[src/rtl/uart_rx.sv]
// 8N1 UART receiver: two-flop synchroniser, mid-bit start validation, centre sampling LSB first,
// stop-bit check with one-cycle VALID / FRAME_ERR strobes.
//
// state       | meaning
// S_IDLE      | line idle, waiting for rx_s low
// S_START     | counting to mid start bit to confirm it is not a glitch
// S_DATA      | sampling the 8 data bits at their centres
// S_STOP      | sampling the stop bit
// S_WAIT_HIGH | framing error seen, waiting for the line to return high
module uart_rx #(
  parameter int BIT_RATE = 9600,
  parameter int CLK_HZ   = 12_000_000
) (
  input  logic       CLK,
  input  logic       RST,
  input  logic       RX,
  output logic [7:0] DATA,
  output logic       VALID,
  output logic       FRAME_ERR,
  output logic       BUSY
);
  localparam int CLK_PER_BIT = CLK_HZ / BIT_RATE;
  localparam int HALF_BIT    = CLK_PER_BIT / 2;
  localparam int CW          = $clog2(CLK_PER_BIT + 1);
  localparam logic [CW-1:0] HALF_LAST = CW'(HALF_BIT - 1);
  localparam logic [CW-1:0] BIT_LAST  = CW'(CLK_PER_BIT - 1);

  typedef enum logic [2:0] {
    S_IDLE,
    S_START,
    S_DATA,
    S_STOP,
    S_WAIT_HIGH
  } state_t;

  state_t          state_q, state_d;
  logic            sync1_q, sync2_q;
  logic [CW-1:0]   cnt_q, cnt_d;
  logic [2:0]      bit_idx_q, bit_idx_d;
  logic [7:0]      shift_q, shift_d;
  logic [7:0]      data_q, data_d;
  logic            valid_q, valid_d;
  logic            ferr_q, ferr_d;
  logic            rx_s;

  assign rx_s = sync2_q;

  always_comb begin
    state_d   = state_q;
    cnt_d     = cnt_q + CW'(1);
    bit_idx_d = bit_idx_q;
    shift_d   = shift_q;
    data_d    = data_q;
    valid_d   = 1'b0;
    ferr_d    = 1'b0;
    case (state_q)
      S_IDLE: begin
        cnt_d = '0;
        if (!rx_s) state_d = S_START;
      end
      S_START: begin
        if (cnt_q == HALF_LAST) begin
          cnt_d = '0;
          if (rx_s) begin
            state_d = S_IDLE;
          end else begin
            state_d   = S_DATA;
            bit_idx_d = 3'd0;
          end
        end
      end
      S_DATA: begin
        if (cnt_q == BIT_LAST) begin
          cnt_d   = '0;
          shift_d = {rx_s, shift_q[7:1]};
          // last bit index detected explicitly rather than relying on a wrap to zero
          if (bit_idx_q == 3'd7) state_d = S_STOP;
          else                   bit_idx_d = bit_idx_q + 3'd1;
        end
      end
      S_STOP: begin
        if (cnt_q == BIT_LAST) begin
          cnt_d = '0;
          if (rx_s) begin
            data_d  = shift_q;
            valid_d = 1'b1;
            state_d = S_IDLE;
          end else begin
            ferr_d  = 1'b1;
            state_d = S_WAIT_HIGH;
          end
        end
      end
      S_WAIT_HIGH: begin
        cnt_d = '0;
        if (rx_s) state_d = S_IDLE;
      end
      default: begin
        cnt_d   = '0;
        state_d = S_IDLE;
      end
    endcase
  end

  always_ff @(posedge CLK) begin
    if (RST) begin
      state_q   <= S_IDLE;
      sync1_q   <= 1'b1;
      sync2_q   <= 1'b1;
      cnt_q     <= '0;
      bit_idx_q <= 3'd0;
      shift_q   <= 8'h00;
      data_q    <= 8'h00;
      valid_q   <= 1'b0;
      ferr_q    <= 1'b0;
    end else begin
      state_q   <= state_d;
      sync1_q   <= RX;
      sync2_q   <= sync1_q;
      cnt_q     <= cnt_d;
      bit_idx_q <= bit_idx_d;
      shift_q   <= shift_d;
      data_q    <= data_d;
      valid_q   <= valid_d;
      ferr_q    <= ferr_d;
    end
  end

  assign DATA      = data_q;
  assign VALID     = valid_q;
  assign FRAME_ERR = ferr_q;
  assign BUSY      = (state_q != S_IDLE);

endmodule

[config.mk]
export PLATFORM = sky130hd
export DESIGN_NAME = uart_rx
export DESIGN_NICKNAME = d
export VERILOG_FILES = /design/src/rtl/uart_rx.sv
export SDC_FILE = /design/constraint.sdc
export NUM_CORES = 1
export LEC_CHECK = 0
export ABC_CLOCK_PERIOD_IN_PS = 1900
export CELL_PAD_IN_SITES_DETAIL_PLACEMENT = 0
export CELL_PAD_IN_SITES_GLOBAL_PLACEMENT = 1
export CORE_MARGIN = 4
export CORE_UTILIZATION = 39
export DETAILED_ROUTE_END_ITERATION = 10
export PLACE_DENSITY_LB_ADDON = 0.15
export SYNTH_ARGS = -nofsm -noshare
export SYNTH_HDL_FRONTEND = slang
export SYNTH_SLANG_ARGS = --single-unit
export TNS_END_PERCENT = 50
[constraint.sdc]
create_clock -name CLK -period 1.9 [get_ports CLK]
set_input_delay 0.38 -clock CLK [delete_from_list [all_inputs] [get_ports CLK]]
set_output_delay 0.38 -clock CLK [all_outputs]
set_load 0.01 [all_outputs]
# == After elaboration in Yosys (flattened, before gate mapping) ==
# Index checks and enable logic that the tools add are counted.
# totals
ff_bits,37
output_inout_bits,11
# classes
add_sub_neg,2
n_eq_ne,15
mux,19
bitwise_logic,2
reduce_logical,9
# ops
operator,n
two-way mux 3 bit,11
two-way mux 11 bit,2
case mux 11 bit (2 select lines),1
!= test 2 bit (second input constant),8
case mux 3 bit (5 select lines),1
adder 11 x 1 -> 11 bit (second input constant),1
== test 11 x 10 -> 1 bit (second input constant),1
== test 11 bit (second input constant),1
== test 3 x 2 -> 1 bit (second input constant),2
== test 3 bit (second input constant),2
case mux 3 bit (2 select lines),1
AND reduction 6 bit,1
AND reduction 5 bit,1
adder 3 x 1 -> 3 bit (second input constant),1
== test 3 x 1 -> 1 bit (second input constant),1
logical NOT 3 bit,1
AND reduction 3 bit,1
nonzero test 3 bit,1
OR reduction 3 bit,1
two-way mux 1 bit,2
two-way mux 2 bit,1
inverter 1 bit,2
AND reduction 2 bit,1
nonzero test 2 bit,1
OR reduction 2 bit,1

# == Longest topological paths before layout ==
# Gate-level depths: netlist of run 1.
# depth
word_depth,4
ltp_mapped,7
depth_no_buf,6

# == Worst setup path after synthesis of run 1 ==
# No wires, ideal clock.
# synth_path
kind,register to register
startpoint,register cnt_q[0]
endpoint,register data_q[0] (netlist: DATA[0])
setup_time_ns,0.128
t_arrival_ns,1.798
required_ns,1.772
path_slack_ns,-0.026
path_stages_with_launch,6
n_path_buf,0
cell_sequence,dfxtp_1 -> ha_1 -> or4bb_1 -> nor4_4 -> mux2i_1 -> nor2_1
# synth_via
elab_chain_cells,2
# synth_rtl
element,line,rtl
start: declaration,38,"logic [CW-1:0] cnt_q, cnt_d;"
start signal: assignment,120,cnt_q <= cnt_d;
== test 11 bit,82,if (cnt_q == BIT_LAST) begin
AND reduction 3 bit (no source line),-,
end signal: assignment,123,data_q <= data_d;
end: declaration,41,"logic [7:0] data_q, data_d;"
# No other way between the ends.
# A chain may end at the register's enable or synchronous reset.

# == Final worst setup path of run 1 ==
# layout_path
startpoint,register cnt_q[1]
endpoint,register data_q[1] (netlist: DATA[1])
# The elaborated chain is that of the path after synthesis.

==> results.toml, run 1 <==
[outcome]
status = "finished clean"

[sta]
post-route-period-util_pct = 93.61
finalMaxSlewViolations = 0
setup_violations = 0
fmax_ghz = 0.5623
rsz0062_at_grt = "yes"
hold_viol = 0
post-route-min-period_ns = 1.779
tightest_slew_ns = 0.3443
clock_skew_ns = 0.009874
slew_headroom_pct = 76.99
tns_ns = 0

[cts]
path_clk_slew_ns = 0.08
clockRootBuffer = "clkbuf_8"
cts_hold_buf = 0
cts_tree = "yes"
cts.sink_count = 37
clk_latency_ns = 0.29
clockBufferDepth = 2
cts_made_buffers = 5
cts_max_level = 2

[pwr]
clockPowerShare_pct = 41.5
seq_power_share_pct = 56.8
internal_power_mw = 1.081
peakVddDrop_mv = 0.3608
switchingPower_mw = 0.2917
p_leak_nw = 0.7309
switching_share_pct = 21.25
powerDensity_nw_per_um2 = 667.3
pwr-share-comb_pct = 1.7

[critical_path]
critPathArrivalTime_ns = 1.96
crit_fanout = 3
r2r-start = "cnt_q[1]"
path_depth = 7
rr_endpoint = "DATA[1]"
max_stage_delay_ns = 0.46
crit_family = "simple AND/OR/NAND/NOR gates"
path_cells = "inv_2, ha_4, or4bb_4, nor4_4, buf_4, mux2i_1, nor2_1"
r2r_slack_ns = 0.12
cp_data_required_time_ns = 2.08
cp_slowest_cell = "or4bb_4"
crit_path_end = "DATA[1]"
end_kind = "register"
critPathBufInv = 2
cp-startpoint = "cnt_q[1]"
crit_type = "register to register"
r2r_cells = 7
cp-start-kind = "register"

[detailed_routing]
wl_per_cell_um = 12.76
wl_mm = 3.318
vias = 1314
drc_errors = 0
avgViaCountPerCell = 5.054
drt-pass1-iter-count = 4
drtAntennaViolNets = 0
drt_iter0_markers = 53

[grt]
first_global_vias = 1279
antenna_found_initial = 0
grt_usage_pct = 14.08
grt_pass1_wl_mm = 5.927
grt_overflow = 0
grt_max_degree = 22

[logic_synthesis]
ys_async_sr_fraction_pct = 0
avgSynthCellArea_sq_um = 9.043
synthFlopType = "dfxtp_1"
ys_seq_elements = 37
synth.yosys.warnings = 0
yosysSeqAreaShare_pct = 45.50
synth_edf_count = 0
synth_cell_types = 38
syn_nets = 188
synthesis.area_sq_um = 1628
syn_inst = 180

[finish]
multi_input_area_sq_um = 859.6
antenna_cells = 0
final_cells = 260
fin_nets = 217
drive_gt1_share_pct = 19.52
final_cell_mix = "dfxtp_1 (33), nor2_1 (23), buf_4 (18)"
regArea_sq_um = 748.2
num-fill-cells = 381
syn_to_final_growth_pct = 26.36
final_common_cell = "dfxtp_1"

[floorplanning]
dieArea_sq_um = 5271
fp.dieW_um = 72.61
io_pins = 14
initial_core_util_pct = 40.40
core_sq_um = 4029
die_h_um = 72.61
rows = 23

[placed_design]
io_buffers = 13
globalplace.congestion = 0.8288
hpwlAfterDp_mm = 2.399
dp.cells = 250

[hold_path]
holdPathStages = 1
hold_path_class = "register to register"

[run]
max_cap_viol_count = 0
## state kept, by name, summed over array words and instances, names as in the netlist
signal     cells
cnt_q         11
DATA           8
shift_q        8
bit_idx_q      3
state_q        3
FRAME_ERR      1
VALID          1
rx_s           1
sync1_q        1
## power groups by stage
stage	clock network, mW	logic [mW]	registers [mW]
after global placement	0	0.0237	0.798
after global routing	0.629	0.0262	0.779
final	0.570	0.0239	0.779
after CTS	0.593	0.0239	0.780
after detailed placement	0	0.0243	0.798
after floorplan	0	0.0164	0.797
## worst register-to-register path, delay by kind of cell, from the launching register on
family | cells | cell delay (ns)
muxes | 1 | 0.19
DFF | 1 | 0.33
adders and majority gates | 1 | 0.12
buffers and inverters | 2 | 0.26
and+or+nand+nor | 3 | 0.78
## repair_timing
action,4_1_cts,5_1_grt
endpoints found under the hold margin,0,0
resized for setup,3,4
pin swaps,0,0
setup buffers,0,2
cloned,0,0
setup endpoints to repair,1,10
## per-layer routing
layer	track usage [%]	up-vias	wire, um	part of all wire [%]
met5	0	-	0	0
met4	5.533	0	61	1.8
met3	3.857	6	135	4.1
met2	21.14	18	1484	45
met1	19.16	607	1636	49
li1	-	683	-	-
## cell usage after synthesis, drive strengths merged (2+ instances only)
cell     count  area, sq um
and4         2        17.52
o21ai        3        15.01
nor3         4        20.02
nand3       12        60.06
mux2i        8        80.08
or2          2        12.51
nand4b       2        17.52
nand2b       5        31.28
a21oi       10        50.05
o2bb2ai      3        26.28
a31oi        2        12.51
xnor2        5        43.79
nor2        23        86.33
buf          2        10.01
nand2       14        52.55
ha           5        62.56
dfxtp       37        740.7
inv          4        15.01
clkbuf       8        30.03
nor2b        3        18.77
xor2         4        35.03
nand4        5        31.28
nor3b        2        15.01
## worst min path at each step
stage	startpoint	slack, ns	endpoint
2_1_floorplan	sync1_q	0.39	rx_s
3_3_place_gp	sync1_q	0.40	rx_s
3_5_place_dp	sync1_q	0.40	rx_s
4_1_cts	sync1_q	0.42	rx_s
5_1_grt	sync1_q	0.43	rx_s
6_report	sync1_q	0.41	rx_s
## metrics by stage
step	total power, mW	hold slack (ns)	setup WS [ns]	cell area (sq um)	util (%)
2_1_floorplan	0.8130	0.3895	0.001761	1653	-
3_3_place_gp	0.8222	0.3963	0.1263	1927	47.83
3_5_place_dp	0.8228	0.3978	0.09346	1927	47.83
4_1_cts	1.398	0.4177	0.07028	2024	50.25
5_1_grt	1.435	0.4329	-0.01012	2057	51.06
6_report	1.373	0.4139	0.1215	2057	51.06
## area by class of cell
class	count	area share [%]
Inverter	4	0.7299
Timing Repair Buffer	32	13.38
Multi-Input combinational cell	129	41.79
Clock buffer	6	4.015
Tap cell	50	3.041
Clock inverter	2	0.6691
Sequential cell	37	36.37
## cells by family after synthesis
| logic type | count (synthesis) | synth area share [%] |
|---|---|---|
| flip-flops | 37 | 45.50 |
| buffers and inverters | 14 | 3.382 |
| XOR/XNOR | 9 | 4.842 |
| AO/OA/AOI/OAI | 22 | 8.456 |
| multiplexers | 8 | 4.919 |
| adder cells (fa/ha/maj) | 5 | 3.843 |
| AND/OR/NAND/NOR | 85 | 29.06 |
Power figures use the tool's default switching activity.
==> run 2: changes to the inputs <==
ABC_AREA = 1   (was not set)
CORE_UTILIZATION = 38   (was 39)
PLACE_DENSITY = 0.79   (was not set)
PLACE_DENSITY_LB_ADDON = not set   (was 0.15)
==> results.toml, run 2 <==
[detailed_routing]
wl_mm = 3.240
drc_errors = 0
drt-pass1-iter-count = 4
drt_iter0_markers = 95
vias = 1388
wl_per_cell_um = 10.95
drtAntennaViolNets = 0
avgViaCountPerCell = 4.689

[finish]
drive_gt1_share_pct = 16.80
syn_to_final_growth_pct = 14.96
final_cell_mix = "nor2_1 (42), dfxtp_1 (37), nand2_1 (33)"
largest_reg_flops = 11
antenna_cells = 0
final_common_cell = "nor2_1"
post-route-util_pct = 45.41
final_cells = 296
top_register = "cnt_q"
fin_nets = 251

[logic_synthesis]
synth_most_common_cell = "nor2_1"
syn_nets = 234
synth_common_cells = "nor2_1 (42), dfxtp_1 (37), nand2_1 (33)"
synth_edf_count = 0
synthFlopType = "dfxtp_1"
syn_inst = 226
avgSynthCellArea_sq_um = 7.662
ys_async_sr_fraction_pct = 0
synth.yosys.warnings = 0
synth_top_area_cell = "dfxtp_1"
synth_cell_types = 26
synth_area_leaders = "dfxtp_1 (43%), nor2_1 (9.1%), nand2_1 (7.2%), o21ai_0 (5.2%), nor2_2 (4.7%)"
synthesis.area_sq_um = 1732
yosysSeqAreaShare_pct = 42.77
ys_seq_elements = 37
synth_top_area_share_pct = 42.77

[critical_path]
cp_data_required_time_ns = 1.52
r2r_slack_ns = 0.24
crit_type = "register to output pin"
cp_slowest_cell = "clkdlybuf4s50_1"
end_kind = "output pin"
path_cells = "inv_2, nand2_1, clkdlybuf4s50_1"
rr_endpoint = "cnt_q[3]"
critPathArrivalTime_ns = 1.33
r2r_cells = 8
r2r-start = "cnt_q[0]"
max_stage_delay_ns = 0.53
crit_fanout = 5
cp-start-kind = "register"

[sta]
tns_ns = 0
finalMaxSlewViolations = 0
hold_viol = 0
clock_skew_ns = 0.006711
rsz0062_at_grt = "no"
post-route-min-period_ns = 1.706
tightest_slew_ns = 0.7353
setup_violations = 0
slew_headroom_pct = 50.83
post-route-period-util_pct = 89.80
fmax_ghz = 0.5861

[cts]
path_clk_slew_ns = 0.07
cts_made_buffers = 5
cts_max_level = 2
cts_hold_buf = 0
cts.sink_count = 37
cts_tree = "yes"
clockBufferDepth = 2
postCtsSetupBuffers = 0
clk_latency_ns = 0.28
post_cts_resized = 0
clockRootBuffer = "clkbuf_8"

[grt]
grt_usage_pct = 13.05
first_global_vias = 1250
antenna_found_initial = 0
grt_pass1_wl_mm = 5.630
grt_max_degree = 21
grt_overflow = 0

[floorplanning]
dieArea_sq_um = 5701
die_h_um = 75.51
io_pins = 14
rows = 24
fp.dieW_um = 75.51
core_sq_um = 4384
initial_core_util_pct = 39.50

[placed_design]
dp.cells = 288
io_buffers = 13
hpwlAfterDp_mm = 2.255
globalplace.congestion = 0.7291

[pwr]
p_leak_nw = 0.7911
total_power_mw = 1.919
peakVddDrop_mv = 0.4076
powerDensity_nw_per_um2 = 964.0

[hold_path]
min_from = "sync1_q"
hold-path-endpoint = "rx_s"
hold_path_class = "register to register"
holdPathStages = 1

[outcome]
status = "finished clean"

[run]
max_cap_viol_count = 0
-- run 2: metal layers --
metal	vias to the layer above	share of wire, %	global-route usage (%)
li1	746	-	-
met1	620	52	18.16
met2	18	43	18.79
met3	4	3.3	3.562
met4	0	1.7	5.825
met5	-	0	0
-- run 2: through the flow --
| stage | setup slack [ns] | hold slack, ns | area, sq um |
|---|---|---|---|
| 2_1_floorplan | 0.4791 | 0.3895 | 1732 |
| 3_5_place_dp | 0.2329 | 0.4171 | 1908 |
| 4_1_cts | 0.1710 | 0.4284 | 1991 |
| 3_3_place_gp | 0.2647 | 0.4097 | 1908 |
| 5_1_grt | 0.04038 | 0.4633 | 1991 |
| 6_report | 0.1938 | 0.4244 | 1991 |
-- run 2: power breakdown --
group | leakage, nW | internal, mW | switching, mW
Clock | 0.0450 | 0.254 | 0.269
Sequential | 0.299 | 0.811 | 0.0337
Combinational | 0.447 | 0.194 | 0.357
-- run 2: how the worst max path moves through the flow --
stage,startpoint,endpoint
floorplan,cnt_q[0],DATA[0]
global placement,cnt_q[1],cnt_q[0]
detailed placement,cnt_q[0],cnt_q[3]
CTS,state_q[2],BUSY
global route,cnt_q[0],bit_idx_q[0]
finish,state_q[2],BUSY
-- run 2: layout make-up --
type / count / area, sq um
Fill cell: 435 / 2394
Multi-Input combinational cell: 160 / 862.1
Sequential cell: 37 / 740.7
Timing Repair Buffer: 16 / 152.6
Inverter: 23 / 87.58
Clock buffer: 6 / 72.57
Tap cell: 52 / 65.06
Clock inverter: 2 / 10.01
-- run 2: critical path: cells and delay by family (launching register included) --
kind / cells / cell delay, ns
buffers and inverters: 2 / 0.61
DFF: 1 / 0.37
and+or+nand+nor: 1 / 0.07
-- run 2: cell families after synthesis --
family                     count (synthesis)  synth area share [%]
AOI/OAI and AO/OA                         22                 6.792
xor gates and xnor gates                   8                 4.046
adders and majority gates                  5                 3.613
buffers and inverters                     29                 7.441
DFF                                       37                 42.77
and+or+nand+nor                          125                 35.33
